## src/rtl/wfq_req_arbiter.sv

```systemverilog
// rtl/wfq_req_arbiter.sv - round-robin front end sharing one WFQ rank engine between requesters
//
// Purpose:
//   Arbitrates NUM_REQ requesters onto a single WFQ rank-calculation engine
//   whose per-class read-modify-write spans ENGINE_LAT cycles. A class that
//   is still inside that read-modify-write window is never re-issued. Each
//   engine result is steered back to the requester that issued it, and the
//   most recent PIFO dequeue (overflow, round) is presented to the engine.
//   The engine takes its reset from the same rst as this block.
//
// Ports:
//   clk, rst                   clock, asynchronous active-high reset
//   req_valid / req_ready      per-requester handshake (ready is one-hot or zero)
//   req_class_id               packed class ids, requester i at slice i
//   req_div_quotient/remain    packed quotient / remainder per requester
//   eng_req_*                  registered request towards the engine
//   eng_last_pifo_*            last dequeued PIFO rank towards the engine
//   eng_resp_valid/data        result returning from the engine
//   deq_valid/overflow/round   PIFO dequeue event
//   resp_valid / resp_data     one-hot result strobe and result data
//   err_tag_mismatch           sticky: engine response did not line up with a tag

module wfq_req_arbiter #(
  parameter int NUM_REQ             = 4,
  parameter int REQ_IDX_WIDTH       = 2,
  parameter int CLASS_WIDTH         = 5,
  parameter int WEIGHT_WIDTH        = 16,
  parameter int PIFO_OVERFLOW_WIDTH = 1,
  parameter int PIFO_ROUND_WIDTH    = 18,
  parameter int RESULT_WIDTH        = 32,
  parameter int ENGINE_LAT          = 3
) (
  input  logic                                clk,
  input  logic                                rst,
  input  logic [NUM_REQ-1:0]                  req_valid,
  output logic [NUM_REQ-1:0]                  req_ready,
  input  logic [NUM_REQ*CLASS_WIDTH-1:0]      req_class_id,
  input  logic [NUM_REQ*WEIGHT_WIDTH-1:0]     req_div_quotient,
  input  logic [NUM_REQ*WEIGHT_WIDTH-1:0]     req_div_remain,
  output logic                                eng_req_valid,
  output logic [CLASS_WIDTH-1:0]              eng_req_class_id,
  output logic [WEIGHT_WIDTH-1:0]             eng_req_div_quotient,
  output logic [WEIGHT_WIDTH-1:0]             eng_req_div_remain,
  output logic                                eng_last_pifo_valid,
  output logic [PIFO_OVERFLOW_WIDTH-1:0]      eng_last_pifo_overflow,
  output logic [PIFO_ROUND_WIDTH-1:0]         eng_last_pifo_round,
  input  logic                                eng_resp_valid,
  input  logic [RESULT_WIDTH-1:0]             eng_resp_data,
  input  logic                                deq_valid,
  input  logic [PIFO_OVERFLOW_WIDTH-1:0]      deq_overflow,
  input  logic [PIFO_ROUND_WIDTH-1:0]         deq_round,
  output logic [NUM_REQ-1:0]                  resp_valid,
  output logic [RESULT_WIDTH-1:0]             resp_data,
  output logic                                err_tag_mismatch
);

  // A class written by the engine becomes readable again by its stage-1
  // lookup ENGINE_LAT-1 cycles after acceptance, so that is the hazard window.
  localparam int HZ = ENGINE_LAT - 1;
  localparam logic [REQ_IDX_WIDTH-1:0] LAST_IDX = REQ_IDX_WIDTH'(NUM_REQ - 1);

  // Unpacked views of the packed requester fields
  logic [CLASS_WIDTH-1:0]  cls [NUM_REQ];
  logic [WEIGHT_WIDTH-1:0] quo [NUM_REQ];
  logic [WEIGHT_WIDTH-1:0] rem [NUM_REQ];

  // Arbitration state
  logic [REQ_IDX_WIDTH-1:0] rr_ptr;
  logic [NUM_REQ-1:0]       hazard;
  logic [NUM_REQ-1:0]       elig;
  logic                     grant_any;
  logic [REQ_IDX_WIDTH-1:0] winner;

  // Hazard scoreboard: classes accepted in the last HZ cycles
  logic [HZ-1:0]            sb_vld;
  logic [CLASS_WIDTH-1:0]   sb_cls [HZ];

  // Requester index travelling with the issued request
  logic [REQ_IDX_WIDTH-1:0] issue_tag;
  logic [ENGINE_LAT-1:0]    tag_vld;
  logic [REQ_IDX_WIDTH-1:0] tag_idx [ENGINE_LAT];
  logic [NUM_REQ-1:0]       tail_onehot;
  logic                     tail_vld;

  always_comb begin
    for (int i = 0; i < NUM_REQ; i++) begin
      cls[i] = req_class_id[i*CLASS_WIDTH +: CLASS_WIDTH];
      quo[i] = req_div_quotient[i*WEIGHT_WIDTH +: WEIGHT_WIDTH];
      rem[i] = req_div_remain[i*WEIGHT_WIDTH +: WEIGHT_WIDTH];
    end
  end

  // A requester is eligible when valid and its class is outside the window.
  always_comb begin
    hazard = '0;
    for (int i = 0; i < NUM_REQ; i++) begin
      for (int s = 0; s < HZ; s++) begin
        if (sb_vld[s] && (sb_cls[s] == cls[i])) begin
          hazard[i] = 1'b1;
        end
      end
    end
    elig = req_valid & ~hazard;
  end

  // First eligible requester at or above the pointer, wrapping around.
  always_comb begin
    int idx;
    idx       = 0;
    grant_any = 1'b0;
    winner    = '0;
    for (int k = 0; k < NUM_REQ; k++) begin
      idx = int'(rr_ptr) + k;
      if (idx >= NUM_REQ) begin
        idx = idx - NUM_REQ;
      end
      if (!grant_any && elig[idx]) begin
        grant_any = 1'b1;
        winner    = idx[REQ_IDX_WIDTH-1:0];
      end
    end
  end

  // Ready is combinational and forced low while reset is asserted so that
  // every output reads zero as soon as rst rises.
  always_comb begin
    req_ready = '0;
    for (int i = 0; i < NUM_REQ; i++) begin
      req_ready[i] = grant_any && !rst && (winner == REQ_IDX_WIDTH'(i));
    end
  end

  assign tail_vld = tag_vld[ENGINE_LAT-1];

  always_comb begin
    tail_onehot = '0;
    for (int i = 0; i < NUM_REQ; i++) begin
      tail_onehot[i] = (tag_idx[ENGINE_LAT-1] == REQ_IDX_WIDTH'(i));
    end
  end

  always_ff @(posedge clk or posedge rst) begin
    if (rst) begin
      rr_ptr                 <= '0;
      eng_req_valid          <= 1'b0;
      eng_req_class_id       <= '0;
      eng_req_div_quotient   <= '0;
      eng_req_div_remain     <= '0;
      issue_tag              <= '0;
      sb_vld                 <= '0;
      for (int s = 0; s < HZ; s++) begin
        sb_cls[s] <= '0;
      end
      tag_vld                <= '0;
      for (int s = 0; s < ENGINE_LAT; s++) begin
        tag_idx[s] <= '0;
      end
      resp_valid             <= '0;
      resp_data              <= '0;
      err_tag_mismatch       <= 1'b0;
      eng_last_pifo_valid    <= 1'b0;
      eng_last_pifo_overflow <= '0;
      eng_last_pifo_round    <= '0;
    end else begin
      // Pointer moves past the winner; a skipped requester does not move it.
      if (grant_any) begin
        rr_ptr <= (winner == LAST_IDX) ? '0 : winner + REQ_IDX_WIDTH'(1);
      end

      // Issue register
      eng_req_valid <= grant_any;
      if (grant_any) begin
        eng_req_class_id     <= cls[winner];
        eng_req_div_quotient <= quo[winner];
        eng_req_div_remain   <= rem[winner];
        issue_tag            <= winner;
      end

      // Scoreboard shifts every cycle; empty slots carry valid=0.
      sb_vld[0] <= grant_any;
      sb_cls[0] <= cls[winner];
      for (int s = 1; s < HZ; s++) begin
        sb_vld[s] <= sb_vld[s-1];
        sb_cls[s] <= sb_cls[s-1];
      end

      // Tag pipe follows the engine pipe, ENGINE_LAT stages behind issue.
      tag_vld[0] <= eng_req_valid;
      tag_idx[0] <= issue_tag;
      for (int s = 1; s < ENGINE_LAT; s++) begin
        tag_vld[s] <= tag_vld[s-1];
        tag_idx[s] <= tag_idx[s-1];
      end

      // Responses without a matching tag are dropped and flagged.
      if (eng_resp_valid && tail_vld) begin
        resp_valid <= tail_onehot;
        resp_data  <= eng_resp_data;
      end else begin
        resp_valid <= '0;
      end
      if (eng_resp_valid != tail_vld) begin
        err_tag_mismatch <= 1'b1;
      end

      // Last-dequeue tracker, independent of issue
      if (deq_valid) begin
        eng_last_pifo_valid    <= 1'b1;
        eng_last_pifo_overflow <= deq_overflow;
        eng_last_pifo_round    <= deq_round;
      end
    end
  end

endmodule

```

## config.mk

```make
export PLATFORM = sky130hd
export DESIGN_NAME = wfq_req_arbiter
export DESIGN_NICKNAME = d
export VERILOG_FILES = /design/src/rtl/wfq_req_arbiter.sv
export SDC_FILE = /design/constraint.sdc
export NUM_CORES = 1
export LEC_CHECK = 0
export BUFFER_PORTS_ARGS = -buffer_cell sky130_fd_sc_hd__buf_4
export CAP_MARGIN = 25
export CORE_AREA = 2 2 120 122
export CTS_CLUSTER_SIZE = 40
export DETAILED_ROUTE_END_ITERATION = 16
export DIE_AREA = 0 0 122 124
export GPL_TIMING_DRIVEN = 0
export PLACE_DENSITY = 0.77
export SYNTH_ARGS = -nofsm -noshare
export SYNTH_HDL_FRONTEND = slang
export SYNTH_SLANG_ARGS = --single-unit
```

## constraint.sdc

```tcl
create_clock -name clk -period 5.2 [get_ports clk]
set_input_delay 1.04 -clock clk [delete_from_list [all_inputs] [get_ports clk]]
set_output_delay 1.04 -clock clk [all_outputs]
set_load 0.1 [all_outputs]
```

==> qor.yml <==
logic_synthesis:
  yosysSeqAreaShare_pct: 51.0
  yosysUniqueCellTypes: 44
  synth_edf_count: 0
  ys_seq_elements: 118
  avgSynthCellArea_um2: 12.5
  yosysWarnings: 0
  synth_fp_nets: 677
  postSynth.topFlopCell: "dfrtp_1"
  netlist_instances: 465
  synthArstFlopShare_pct: 100
  syn_area_um2: 5790
power_and_ir_drop:
  p_per_area_nw_per_um2: 700
  sw_frac_of_total_pct: 51.4
  intPower_mw: 3.05
  power_frac_seq_pct: 23.4
  vdd_drop_max_mv: 0.558
  combPwrFrac_pct: 56.8
  clockPowerShare_pct: 19.8
  p_leak_nw: 4.36
  p_switching_mw: 3.23
cells_and_area:
  syn_to_final_growth_pct: 54.9
  layout.nets: 1002
  diodes: 0
  stdcell_area_um2: 8970
  final_core_util_pct: 65.4
  drive_gt1_share_pct: 52.3
clock_network:
  cts_hold_buf: 0
  postCtsSetupRepairBufs: 0
  cts_resized: 0
  cts_buffers: 17
  cts.sink_count: 118
  worstSkewPairLatency_ns: 0.40
  htreeDepth: 4
  cts_tree: "yes"
  root_buffer: "clkbuf_16"
  clk_pin_slew_ns: 0.05
  clock_path_buffers: 2
die:
  start_util_pct: 42.2
  die_h_um: 124
  fp.dieW_um: 122
  core_um2: 13700
  rows: 43
  ios: 306
  die-area_um2: 15100
sta:
  final_hold_viol_count: 0
  tightest_slew_ns: 0.893
  fmax_mhz: 216
  finClkSkew_ns: 0.00789
  slew_violations: 0
  rsz0062_at_grt: "no"
  holdWs_ns: 0.347
  relSlewSlack_pct: 40.3
  period_needed_ns: 4.62
  setup_tns_ns: 0
  post-route-period-util_pct: 88.9
  setup_viol: 0
grt:
  grtUsageTotal_pct: 23.9
  grt_max_degree: 46
  grt_first_pass_wirelength_um: 27300
  antenna_found_initial: 0
  overflow: 0
  first_global_vias: 5388
critical_path:
  r2r_start: "sb_cls[6]"
  max_stage_delay_ns: 0.33
  r2r_cells: 10
  arrival_ns: 3.58
  r2r-end: "rr_ptr[1]"
  cp-start-kind: "input pin"
  crit_slowest_cell: "nor4_1"
  cp.required_ns: 4.16
  crit_chain: "buf_4, xor2_1, nor4_1, a31oi_1, a21boi_2, o21bai_4, and4_1, buf_2, inv_4, buf_2, ha_1, and3_1, buf_4"
  r2r_slack_ns: 2.26
  cp_max_fo: 11
  crit_type: "input pin to primary output"
  endpoint_kind: "primary output"
routing:
  drt_pre_antenna_iters: 5
  drt_iter0_drc: 224
  wl_per_cell_um: 18.4
  viasPerCell: 5.20
  vias: 5112
  antenna_left: 0
  drc: 0
  wl_um: 18100
place:
  dpl.hpwl_um: 14400
  portBuffers: 304
  gp_congestion: 0.902
  placed_cell_area_um2: 8340
worst_hold_path:
  holdCritStartpoint: "tag_vld[1]"
  min_path_cells: 0
  whs_endpoint: "tag_vld[2]"
  hp-class: "register to register"
flow_run:
  cap_violations: 0
run_status:
  status: "complete, no violations"
[Yosys cell counts (all sizes together) (6+ instances only)]
library cell    n  share of area, %
o221ai         32               4.8
o21ai           8              0.69
xor2           20               3.0
and3           12               1.3
nor2            9              0.58
clkbuf          6              0.39
nand2          45               3.1
buf            19               2.4
a21oi           6              0.52
dfrtp         118                51
mux2           52                10
mux2i          69                12
xnor2          20               3.0
[state kept, by name, indices dropped and copies added, names as in the netlist]
| signal | flops |
|---|---|
| resp_data | 32 |
| eng_last_pifo_round | 18 |
| eng_req_div_quotient | 16 |
| eng_req_div_remain | 16 |
| sb_cls | 10 |
| tag_idx | 6 |
| eng_req_class_id | 5 |
| resp_valid | 4 |
| tag_vld | 3 |
| issue_tag | 2 |
| rr_ptr | 2 |
| eng_last_pifo_overflow | 1 |
| eng_last_pifo_valid | 1 |
| err_tag_mismatch | 1 |
| sb_vld | 1 |
[cell usage in the layout (no fill, tap or decap), types with 3 or more instances in the layout]
master        n
nand3_1       5
a21oi_1       6
clkbuf_1      7
clkinv_4      4
nor2_1        9
or2_2         3
nand4_1       3
nor4_1        4
and3_1       12
mux2i_1      69
ha_1          5
mux2_2       52
xor2_1       20
buf_4       304
buf_2         8
a311oi_1      5
clkinvlp_4    4
xnor2_1      20
bufinv_16     4
nand2_1      43
buf_6         8
o221ai_1     32
clkbuf_16    17
dfrtp_1     118
o21ai_0       6
buf_1         3
[critical path, delay by kind of cell]
family,cells,cell delay (ns)
adders and majority gates,1,0.18
and+or+nand+nor,3,0.66
xor gates and xnor gates,1,0.14
AOI/OAI and AO/OA,3,0.58
buffers and inverters,5,0.99
[power groups by stage]
stage,registers [mW],logic (mW),clock network (mW)
floorplan,2.97,1.19,0
global placement,1.46,3.54,0
detailed placement,1.47,3.59,0
CTS,1.46,3.59,1.26
global route,1.50,3.73,1.31
finish,1.47,3.57,1.24
[how the worst max path moves through the flow]
stage / start / endpoint / slack, ns
after floorplan: rst / req_ready[0] / 0.51
after global routing: req_class_id[11] / req_ready[3] / 0.42
final: req_class_id[11] / req_ready[0] / 0.58
after CTS: req_class_id[11] / req_ready[0] / 0.55
after detailed placement: req_class_id[11] / req_ready[0] / 0.56
after global placement: rst / req_ready[0] / -0.19
[metrics by stage]
step / setup WS, ns / power [mW] / std cells
CTS: 0.549 / 6.31 / 983
global placement: -0.194 / 4.99 / 949
detailed placement: 0.558 / 5.06 / 951
global route: 0.424 / 6.54 / 983
floorplan: 0.507 / 4.16 / 465
finish: 0.577 / 6.28 / 983
[metal layers]
layer  up-vias  share of wire (%)  GRT usage, %
met2       226                 53          43.9
met5         -                  0             0
li1       2360                  -             -
met4         0                2.7          11.3
met1      2494                 36          25.3
met3        32                7.8          6.91
[kinds of logic (layout without fill, tap and decap cells)]
family,after synthesis,count (layout),synth area share (%)
muxes,121,121,22.0
AOI/OAI and AO/OA,62,62,8.79
xor gates and xnor gates,40,40,6.05
adders and majority gates,5,5,1.08
buffers and inverters,30,368,3.20
and+or+nand+nor,89,89,7.86
DFF,118,118,51.0
[area by class of cell]
| class | count | area, µm² |
|---|---|---|
| sequential | 118 | 2950 |
| multi-input combinational | 317 | 2650 |
| inverter | 5 | 25.0 |
| buffer | 25 | 164 |
| clock inverter | 14 | 200 |
| clock buffer | 18 | 429 |
| timing repair buffer | 306 | 2320 |
| fill | 1052 | 4750 |
| tap | 180 | 225 |
Power figures use the tool's default switching activity.
